==> config.mk <==
export PLATFORM = sky130hd
export DESIGN_NAME = instr_load_ctrl
export DESIGN_NICKNAME = d
export VERILOG_FILES = /design/src/rtl/instr_load_ctrl.sv
export SDC_FILE = /design/constraint.sdc
export NUM_CORES = 1
export LEC_CHECK = 0
export ABC_AREA = 1
export CAP_MARGIN = 20
export CELL_PAD_IN_SITES_DETAIL_PLACEMENT = 0
export CELL_PAD_IN_SITES_GLOBAL_PLACEMENT = 1
export CORE_ASPECT_RATIO = 0.7
export CORE_MARGIN = 1
export CORE_UTILIZATION = 39
export DETAILED_ROUTE_END_ITERATION = 8
export DONT_BUFFER_PORTS = 1
export PLACE_DENSITY_LB_ADDON = 0.1
export SYNTH_ARGS = -nofsm -noshare
export SYNTH_HDL_FRONTEND = slang
export SYNTH_SLANG_ARGS = --single-unit
==> constraint.sdc <==
create_clock -name i_clk -period 3.05 [get_ports i_clk]
set_clock_uncertainty 0.1 [all_clocks]
set_input_delay 0.305 -clock i_clk [delete_from_list [all_inputs] [get_ports i_clk]]
set_output_delay 0.305 -clock i_clk [all_outputs]
set_load 0.1 [all_outputs]
==> src/rtl/instr_load_ctrl.sv <==
// rtl/instr_load_ctrl.sv - instruction loader and pipeline enable gate
// Streams words into IMEM while the pipeline is held in reset, then runs or single-steps it until HALT.
module instr_load_ctrl #(
  parameter int unsigned          ADDR_W    = 8,
  parameter int unsigned          DATA_W    = 32,
  parameter logic [DATA_W-1:0]    HALT_WORD = 32'hFFFF_FFFF
) (
  input  logic              i_clk,
  input  logic              i_reset,
  input  logic [DATA_W-1:0] i_instruction_in,
  input  logic              i_flag_i,
  input  logic              i_flag_step,
  input  logic              i_mode_cont,
  input  logic              i_pipe_halted,
  output logic              o_imem_we,
  output logic [ADDR_W-1:0] o_imem_addr,
  output logic [DATA_W-1:0] o_imem_data,
  output logic              o_pipe_reset,
  output logic              o_pipe_en,
  output logic [ADDR_W:0]   o_load_count,
  output logic              o_load_err,
  output logic [1:0]        o_state
);

  typedef enum logic [1:0] {
    S_LOAD  = 2'b00,
    S_READY = 2'b01,
    S_RUN   = 2'b10,
    S_DONE  = 2'b11
  } state_t;

  localparam logic [ADDR_W-1:0] PTR_LAST  = '1;
  localparam logic [ADDR_W-1:0] PTR_ONE   = ADDR_W'(1);
  localparam logic [ADDR_W:0]   COUNT_ONE = (ADDR_W + 1)'(1);

  state_t              r_state;
  logic [ADDR_W-1:0]   r_ptr;
  logic [ADDR_W:0]     r_count;
  logic                r_we;
  logic [ADDR_W-1:0]   r_addr;
  logic [DATA_W-1:0]   r_data;
  logic                r_pipe_reset;
  logic                r_pipe_en;
  logic                r_load_err;
  logic                r_step_q;

  state_t              w_state_nxt;
  logic [ADDR_W-1:0]   w_ptr_nxt;
  logic [ADDR_W:0]     w_count_nxt;
  logic                w_we_nxt;
  logic [ADDR_W-1:0]   w_addr_nxt;
  logic [DATA_W-1:0]   w_data_nxt;
  logic                w_pipe_en_nxt;
  logic                w_load_err_nxt;
  logic                w_step_edge;

  assign w_step_edge = i_flag_step & ~r_step_q;

  always_comb begin
    w_state_nxt    = r_state;
    w_ptr_nxt      = r_ptr;
    w_count_nxt    = r_count;
    w_we_nxt       = 1'b0;
    w_addr_nxt     = r_addr;
    w_data_nxt     = r_data;
    w_pipe_en_nxt  = 1'b0;
    w_load_err_nxt = r_load_err;

    case (r_state)
      S_LOAD: begin
        if (i_flag_i) begin
          w_we_nxt    = 1'b1;
          w_addr_nxt  = r_ptr;
          w_data_nxt  = i_instruction_in;
          w_ptr_nxt   = r_ptr + PTR_ONE;
          w_count_nxt = r_count + COUNT_ONE;
          // A full memory ends the stream just like HALT; the pointer never wraps into use.
          if ((i_instruction_in == HALT_WORD) || (r_ptr == PTR_LAST)) begin
            w_state_nxt = S_READY;
          end
        end
      end
      S_READY: begin
        // Halt has priority over both free-run entry and a pending step.
        if (i_pipe_halted) begin
          w_state_nxt = S_DONE;
        end else if (i_mode_cont) begin
          w_state_nxt   = S_RUN;
          w_pipe_en_nxt = 1'b1;
        end else begin
          w_pipe_en_nxt = w_step_edge;
        end
      end
      S_RUN: begin
        if (i_pipe_halted) begin
          w_state_nxt = S_DONE;
        end else begin
          w_pipe_en_nxt = 1'b1;
        end
      end
      default: begin
        w_state_nxt = S_DONE;
      end
    endcase

    if ((r_state != S_LOAD) && i_flag_i) begin
      w_load_err_nxt = 1'b1;
    end
  end

  always_ff @(posedge i_clk) begin
    if (i_reset) begin
      r_state      <= S_LOAD;
      r_ptr        <= '0;
      r_count      <= '0;
      r_we         <= 1'b0;
      r_addr       <= '0;
      r_data       <= '0;
      r_pipe_reset <= 1'b1;
      r_pipe_en    <= 1'b0;
      r_load_err   <= 1'b0;
      r_step_q     <= 1'b0;
    end else begin
      r_state      <= w_state_nxt;
      r_ptr        <= w_ptr_nxt;
      r_count      <= w_count_nxt;
      r_we         <= w_we_nxt;
      r_addr       <= w_addr_nxt;
      r_data       <= w_data_nxt;
      r_pipe_reset <= (w_state_nxt == S_LOAD);
      r_pipe_en    <= w_pipe_en_nxt;
      r_load_err   <= w_load_err_nxt;
      r_step_q     <= i_flag_step;
    end
  end

  assign o_imem_we    = r_we;
  assign o_imem_addr  = r_addr;
  assign o_imem_data  = r_data;
  assign o_pipe_reset = r_pipe_reset;
  assign o_pipe_en    = r_pipe_en;
  assign o_load_count = r_count;
  assign o_load_err   = r_load_err;
  assign o_state      = r_state;

endmodule

# Word-level counts from Yosys, hierarchy flattened
# Cells that the tools add are included.
[word_totals]
regBits = 64
word_cells = 37
[classes]
n_reduce_logical = 7
mux = 11
n_bitwise = 3
add_sub_neg = 2
eq_ne = 4
[op_table]
columns = ["op", "n"]
rows = [
  ["32-bit == test, second input constant", 1],
  ["2-bit 2-to-1 mux", 5],
  ["9-bit by 1-bit adder with 9-bit output, second input constant", 1],
  ["8-bit by 1-bit adder with 8-bit output, second input constant", 1],
  ["8-bit == test, second input constant", 1],
  ["2-bit one-hot mux with 3 select lines", 1],
  ["2-bit logical NOT", 2],
  ["1-bit 2-to-1 mux", 4],
  ["2-bit by 1-bit == test with 1-bit output, second input constant", 1],
  ["2-bit == test, second input constant", 1],
  ["1-bit NOT", 2],
  ["1-bit one-hot mux with 2 select lines", 1],
  ["2-bit AND reduction", 1],
  ["2-bit nonzero test", 1],
  ["2-bit OR reduction", 1],
  ["1-bit bitwise AND", 1],
  ["1-bit logical AND", 1],
  ["1-bit logical OR", 1],
]

# Longest topological paths before layout
# Gate-level depths: netlist of run 1.
[depth]
word_depth = 6
depth_mapped = 12

# Worst setup path before layout of run 1
# No wires, ideal clock.
[synth_path]
kind = "reg2reg"
startpoint = "reg r_state[0] (netlist: o_state[0])"
endpoint = "reg r_count[7] (netlist: o_load_count[7])"
setup_slack_ns = 0.717
period_less_slack_ns = 2.333
required_ns = 2.822
arrival_ns = 2.105
path_stages_with_launch = 11
path_buffers = 1
cell_sequence = "dfxtp_1 -> inv_1 -> ha_1 -> nand2_2 -> buf_6 -> nor3_4 -> nand2_2 -> nor3_2 -> nand2_1 -> xor2_1 -> nor2_1"
[synth_via]
elab_chain_cells = 2
[synth_lines]
columns = ["element", "line", "source"]
rows = [
  ["start, declared", "36", "state_t r_state;"],
  ["start signal, assigned", "124", "r_state <= w_state_nxt;"],
  ["2-bit logical NOT", "69", "case (r_state)"],
  ["2-bit AND reduction (no source line)", "n/a", ""],
  ["end signal, assigned", "126", "r_count <= w_count_nxt;"],
  ["end, declared", "38", "logic [ADDR_W:0] r_count;"],
]
# No other way between the ends.
# A chain may end at the register's enable or synchronous reset.

# Worst setup path after layout of run 1
[layout_path]
startpoint = "reg r_state[0] (netlist: o_state[0])"
endpoint = "reg r_ptr[7]"
[layout_via]
elab_chain_cells = 2
[layout_lines]
columns = ["element", "line", "source"]
rows = [
  ["2-bit logical NOT", "69", ""],
  ["2-bit AND reduction (no source line)", "n/a", ""],
  ["end signal, assigned", "125", "r_ptr <= w_ptr_nxt;"],
  ["end, declared", "37", "logic [ADDR_W-1:0] r_ptr;"],
]
# No other way between the ends.

==> results of run 1 <==
critical path, delay by kind of cell, from the launching register on:
family,cells,cell delay [ns]
buf+inv,2,0.55
flops,1,0.31
simple gates,5,0.89
compound gates,2,0.21
fa+ha+maj,1,0.24
stage by stage:
step                instance area (µm²)  setup slack, ns  cells
finish                             2960            0.657    438
global route                       2960            0.392    438
CTS                                2960            0.611    438
detailed placement                 2690            0.644    419
global placement                   2690            0.692    419
floorplan                          2570            0.717    345
final timing paths:
kind	depth (start not counted)	from	to	slack, ns
max	10	o_state[0]$_SDFF_PP0_	r_ptr[7]$_SDFFE_PP0P_	0.66
min	2	i_flag_i	o_load_err$_SDFFE_PP0P_	0.02
max reg2reg	10	o_state[0]$_SDFF_PP0_	r_ptr[7]$_SDFFE_PP0P_	0.66
min reg2reg	2	o_load_count[2]$_SDFFE_PP0P_	o_load_count[2]$_SDFFE_PP0P_	0.39
flip-flops by register name, summed over array words and instances, names as in the netlist, 2 cells and up:
register and flops:
o_imem_data 32, o_state 2, o_load_count 9, r_ptr 8, o_imem_addr 8
placed cells by master (no fill, tap or decap):
master,Yosys,routed
a211oi_1,3,3
a21oi_1,19,19
a31oi_1,2,2
buf_4,0,13
bufinv_16,0,3
clkbuf_8,0,9
clkinv_2,0,1
clkinv_4,0,2
clkinvlp_4,0,1
dfxtp_1,64,64
dlygate4sd3_1,0,3
ha_1,6,6
inv_1,26,26
nand2_1,46,46
nand2_2,2,2
nand3_1,3,3
nand4_1,1,1
nor2_1,97,97
nor3_1,1,1
nor3_2,3,3
nor3_4,1,1
nor3b_1,2,2
o21a_1,1,1
o21ai_0,48,48
o32ai_1,1,1
or2_2,1,1
xor2_1,1,1
cell usage after synthesis:
cell	n
ha_1	6
a31oi_1	2
nand3_1	3
nor3_2	3
nor3_4	1
nand4_1	1
buf_1	1
a21oi_1	19
nor3b_1	2
nand2_1	46
o21ai_0	48
nor2_1	97
buf_2	3
xor2_1	1
inv_1	26
clkbuf_1	12
nand2_2	2
o21a_1	1
o32ai_1	1
buf_6	1
or2_2	1
a211oi_1	3
nor3_1	1
dfxtp_1	64
final cells by class:
class,instances,area share
clock buffers,9,0.0418
clock inverters,7,0.0406
inverters,26,0.0330
multi-input cells,238,0.376
flip-flops and latches,64,0.433
well taps,78,0.0330
repair buffers,16,0.0431
kinds of logic after synthesis:
group	count (synthesis)
compound gates	74
xor+xnor	1
fa+ha+maj	6
buf+inv	43
flops	64
simple gates	157
per-layer routing:
layer	GRT usage	wire length (µm)	up-vias
met2	0.263	2450	71
li1	-	-	1117
met1	0.237	2730	905
met5	0	0	-
met3	0.0981	555	6
met4	0.0448	50	0
where the power goes:
| part | internal, mW | switching, mW | leakage, nW | total, mW |
|---|---|---|---|---|
| Sequential | 0.876 | 0.275 | 0.527 | 1.15 |
| Combinational | 0.0395 | 0.0857 | 0.600 | 0.125 |
| Clock | 0.544 | 0.332 | 0.119 | 0.876 |
| Total | 1.46 | 0.693 | 1.25 | 2.15 |
==> impl_metrics.env, run 1 <==
export IMPL_clockBufferDepth=2
export IMPL_final_util=0.472
export IMPL_first_pass_iters=4
export IMPL_setup_violations=0
export IMPL_synth_top_family_by_area="simple AND/OR/NAND/NOR gates"
export IMPL_synth_cell_types=24
export IMPL_ctsResizeCount=0
export IMPL_num_rows=24
export IMPL_io_buffers=0
export IMPL_yosysTopAreaCell="dfxtp_1"
export IMPL_die_y_um=69.9
export IMPL_syn_area_per_cell_um2=7.44
export IMPL_finalCritPeriodShare=0.785
export IMPL_synth_simple_area_share=0.250
export IMPL_synth_compound_area_frac=0.151
export IMPL_crit_path_max_incr_delay_ns=0.44
export IMPL_synth_yosys_seq_area_share=0.499
export IMPL_grt_usage=0.182
export IMPL_hold_ws_ns=0.0197
export IMPL_slew_violations=0
export IMPL_status="complete, no violations"
export IMPL_ctsHtreeMaxLevel=3
export IMPL_cts_buffers_inserted=9
export IMPL_layout_nets=399
export IMPL_rsz0062_at_grt="false"
export IMPL_startpoint_type="flip-flop"
export IMPL_seqCellArea_um2=1280
export IMPL_ios=93
export IMPL_path_clk_slew_ns=0.07
export IMPL_wl_per_cell_um=13.2
export IMPL_cp_cell_sequence="inv_1, ha_1, nand2_2, inv_1, nand2_1, nor3_2, nand2_1, nor3_2, a21oi_1, o21a_1"
export IMPL_netlist_instances=345
export IMPL_ys_ff_latch=64
export IMPL_p_leak_nw=1.25
export IMPL_drt_initial_drc_count=127
export IMPL_post_dp_hpwl_um=3940
export IMPL_hold_violations=0
export IMPL_cts_tree="done"
export IMPL_ant_nets=0
export IMPL_via_per_inst=4.79
export IMPL_drive_above_1_share=0.100
export IMPL_synth_fp_nets=389
export IMPL_max_cap_violations=0
export IMPL_synth_area_top_cells="dfxtp_1 (50%), nor2_1 (14%), o21ai_0 (9.4%)"
export IMPL_yosys_warnings=0
export IMPL_coreArea_um2=6280
export IMPL_worstPathMaxFanout=22
export IMPL_grt_pass1_vias=1995
export IMPL_max_clock_freq_mhz=418
export IMPL_cp_required_ns=3.18
export IMPL_syn2layout_area_growth_pct=15.4
export IMPL_antenna_found_initial=0
export IMPL_synth_fa_ha_area_frac=0.0292
export IMPL_grt_ovfl_total=0
export IMPL_min_path_type="in2reg"
export IMPL_cts_sinks=64
export IMPL_place_congestion=0.758
export IMPL_syn_area_um2=2570
export IMPL_p_total_mw=2.15
export IMPL_grt_start_max_net_pins=38
export IMPL_die_area_um2=6920
export IMPL_grt_first_pass_wirelength_um=9740
export IMPL_drt_total_wl_um=5780
export IMPL_synth_xor_xnor_area_share=0.00341
export IMPL_yosys_mux_area_fraction=0
export IMPL_peakVddDrop_mv=0.377
export IMPL_vias=2099
export IMPL_path_class="reg2reg"
export IMPL_cts_setup_buffers=0
export IMPL_drc=0
export IMPL_finalSetupTns_ns=0
export IMPL_hold_buffers=3
export IMPL_n_fill_cell=669
export IMPL_critPathArrivalTime_ns=2.53
export IMPL_fin_crit_ns=2.39
export IMPL_power_density_nw_per_um2=727
export IMPL_worstMarginPinSlew_ns=1.00
export IMPL_synth_top_area_frac=0.499
export IMPL_multi_input_comb_area_um2=1110
export IMPL_relSlewSlack=0.330
export IMPL_clkLatencyLatePin_ns=0.33
export IMPL_initial_utilization=0.409
export IMPL_critPathCaptureType="flip-flop"
export IMPL_antenna_cells=0
export IMPL_slowest_stage="inv_1"
export IMPL_root_buffer="clkbuf_8"
export IMPL_chipWidth_um=99.0
Note: power is estimated with default switching activity, not from simulation.
==> run 2, diff against run 1 <==
- clock period: 3.05 -> 1.92 ns (I/O delays scaled with it)
==> run 2 against run 1 <==
- the run now ends with hold timing left
- cell count grew 19%
- first-iteration DRC count shrank 18%
- register-to-register slack lost 0.56 ns
- cell area grew 24%
- global-route usage grew 2.0 points
==> impl_metrics.env, run 2 (synthesis results as in run 1) <==
export IMPL_status="finished with violations"
export IMPL_violations="hold timing"
export IMPL_p_leak_nw=1.66
export IMPL_min_path_type="in2reg"
export IMPL_setup_violations=0
export IMPL_antenna_found_initial=0
export IMPL_final_util=0.583
export IMPL_hold_ws_ns=-0.182
export IMPL_placed_cell_area_um2=3060
export IMPL_final_area_um2=3660
export IMPL_finalCritPeriodShare=0.948
export IMPL_power_density_nw_per_um2=877
export IMPL_ios=93
export IMPL_critPathArrivalTime_ns=1.93
export IMPL_max_clock_freq_mhz=549
export IMPL_critPathCaptureType="flip-flop"
export IMPL_cp_cell_sequence="inv_2, ha_4, nand2_2, buf_4, nor2_1, dlygate4sd3_1"
export IMPL_wl_per_cell_um=12.3
export IMPL_drive_above_1_share=0.211
export IMPL_crit_path_max_incr_delay_ns=0.56
export IMPL_vias=2451
export IMPL_num_rows=24
export IMPL_root_buffer="clkbuf_8"
export IMPL_clockBufferDepth=2
export IMPL_slowest_stage="dlygate4sd3_1"
export IMPL_cts_buffers_inserted=9
export IMPL_worstMarginPinSlew_ns=0.394
export IMPL_coreArea_um2=6280
export IMPL_drt_initial_drc_count=104
export IMPL_ctsHtreeMaxLevel=3
export IMPL_hold_violations=12
export IMPL_grt_start_max_net_pins=45
export IMPL_clkLatencyLatePin_ns=0.33
export IMPL_path_class="reg2reg"
export IMPL_relSlewSlack=0.738
export IMPL_worstPathMaxFanout=17
export IMPL_post_dp_hpwl_um=4240
export IMPL_grt_first_pass_wirelength_um=10800
export IMPL_grt_pass1_vias=2448
export IMPL_fin_crit_ns=1.82
export IMPL_cp_required_ns=2.03
export IMPL_io_buffers=0
export IMPL_drt_total_wl_um=6430
export IMPL_place_inst=468
export IMPL_final_cells=523
export IMPL_chipWidth_um=99.0
export IMPL_die_area_um2=6920
export IMPL_startpoint_type="flip-flop"
export IMPL_syn2layout_area_growth_pct=42.6
export IMPL_path_clk_slew_ns=0.07
export IMPL_ant_nets=0
export IMPL_slew_violations=0
export IMPL_final_common_cell="nor2_1"
export IMPL_final_cell_mix="nor2_1 (97), buf_4 (64), dfxtp_1 (60), o21ai_0 (48), nand2_1 (45)"
export IMPL_first_pass_iters=4
export IMPL_grt_usage=0.202
export IMPL_largest_reg_flops=32
export IMPL_drc=0
export IMPL_die_y_um=69.9
export IMPL_peakVddDrop_mv=0.532
export IMPL_via_per_inst=4.69
export IMPL_cts_tree="done"
export IMPL_hold_buffers=38
export IMPL_initial_utilization=0.409
export IMPL_max_cap_violations=0
export IMPL_place_congestion=0.799
export IMPL_layout_nets=485
export IMPL_antenna_cells=0
export IMPL_grt_ovfl_total=0
export IMPL_n_fill_cell=608
export IMPL_cts_sinks=64
run 2: cell count changes in the layout (fill, tap and decap cells not counted), sizes merged:
cell	delta
buf	+51
bufinv	-3
clkbuf	+3
clkinvlp	-1
dlygate4sd3	+35
run 2: repair_timing:
action	CTS	global route
endpoints found under the setup margin	0	10
buffers inserted	0	2
resized for setup	0	7
hold endpoints to repair	52	12
run 2: where the power goes:
group	internal (mW)	total, mW	switching (mW)
Combinational	0.179	0.746	0.567
Clock	0.569	1.05	0.480
Sequential	1.39	1.42	0.0254
Total	2.14	3.21	1.07
run 2: worst max-delay path, delay by kind of cell (launching register included):
kind                       cells  cell delay, ns
and+or+nand+nor                2            0.20
buffers and inverters          3            0.86
DFF                            1            0.36
adders and majority gates      1            0.17
run 2: path summary, 6_finish.rpt:
path / startpoint / endpoint / slack [ns] / cells after the start
max: o_state[1]$_SDFF_PP0_ / o_imem_we$_SDFF_PP0_ / 0.1 / 6
min: i_reset / o_state[0]$_SDFF_PP0_ / -0.18 / 1
max reg2reg: o_state[1]$_SDFF_PP0_ / o_imem_we$_SDFF_PP0_ / 0.1 / 6
min reg2reg: o_imem_addr[0]$_SDFFE_PP0P_ / o_imem_addr[0]$_SDFFE_PP0P_ / 0.36 / 2
run 2: cell type report:
type                    instances  area [µm²]  area share
multi-input cells             238        1130       0.310
flip-flops and latches         64        1290       0.352
clock inverters                 3        15.0     0.00410
repair buffers                102         861       0.235
clock buffers                  12         166      0.0455
well taps                      78        97.6      0.0267
inverters                      26        97.6      0.0267
run 2: per-stage QoR:
stage	total power, mW	setup TNS, ns	setup slack, ns
final	3.21	0	0.0993
after global routing	3.36	-0.00777	-0.00777
after CTS	3.25	0	0.0218
after detailed placement	2.13	0	0.0454
after global placement	2.13	0	0.128
after floorplan	2.01	-0.161	-0.161
run 2: per-layer routing:
layer | track usage | part of all wire | vias to the layer above
met2 | 0.337 | 0.46 | 71
met3 | 0.0701 | 0.073 | 8
met1 | 0.244 | 0.46 | 1076
met4 | 0.0697 | 0.011 | 0
li1 | - | - | 1296
met5 | 0 | 0 | -
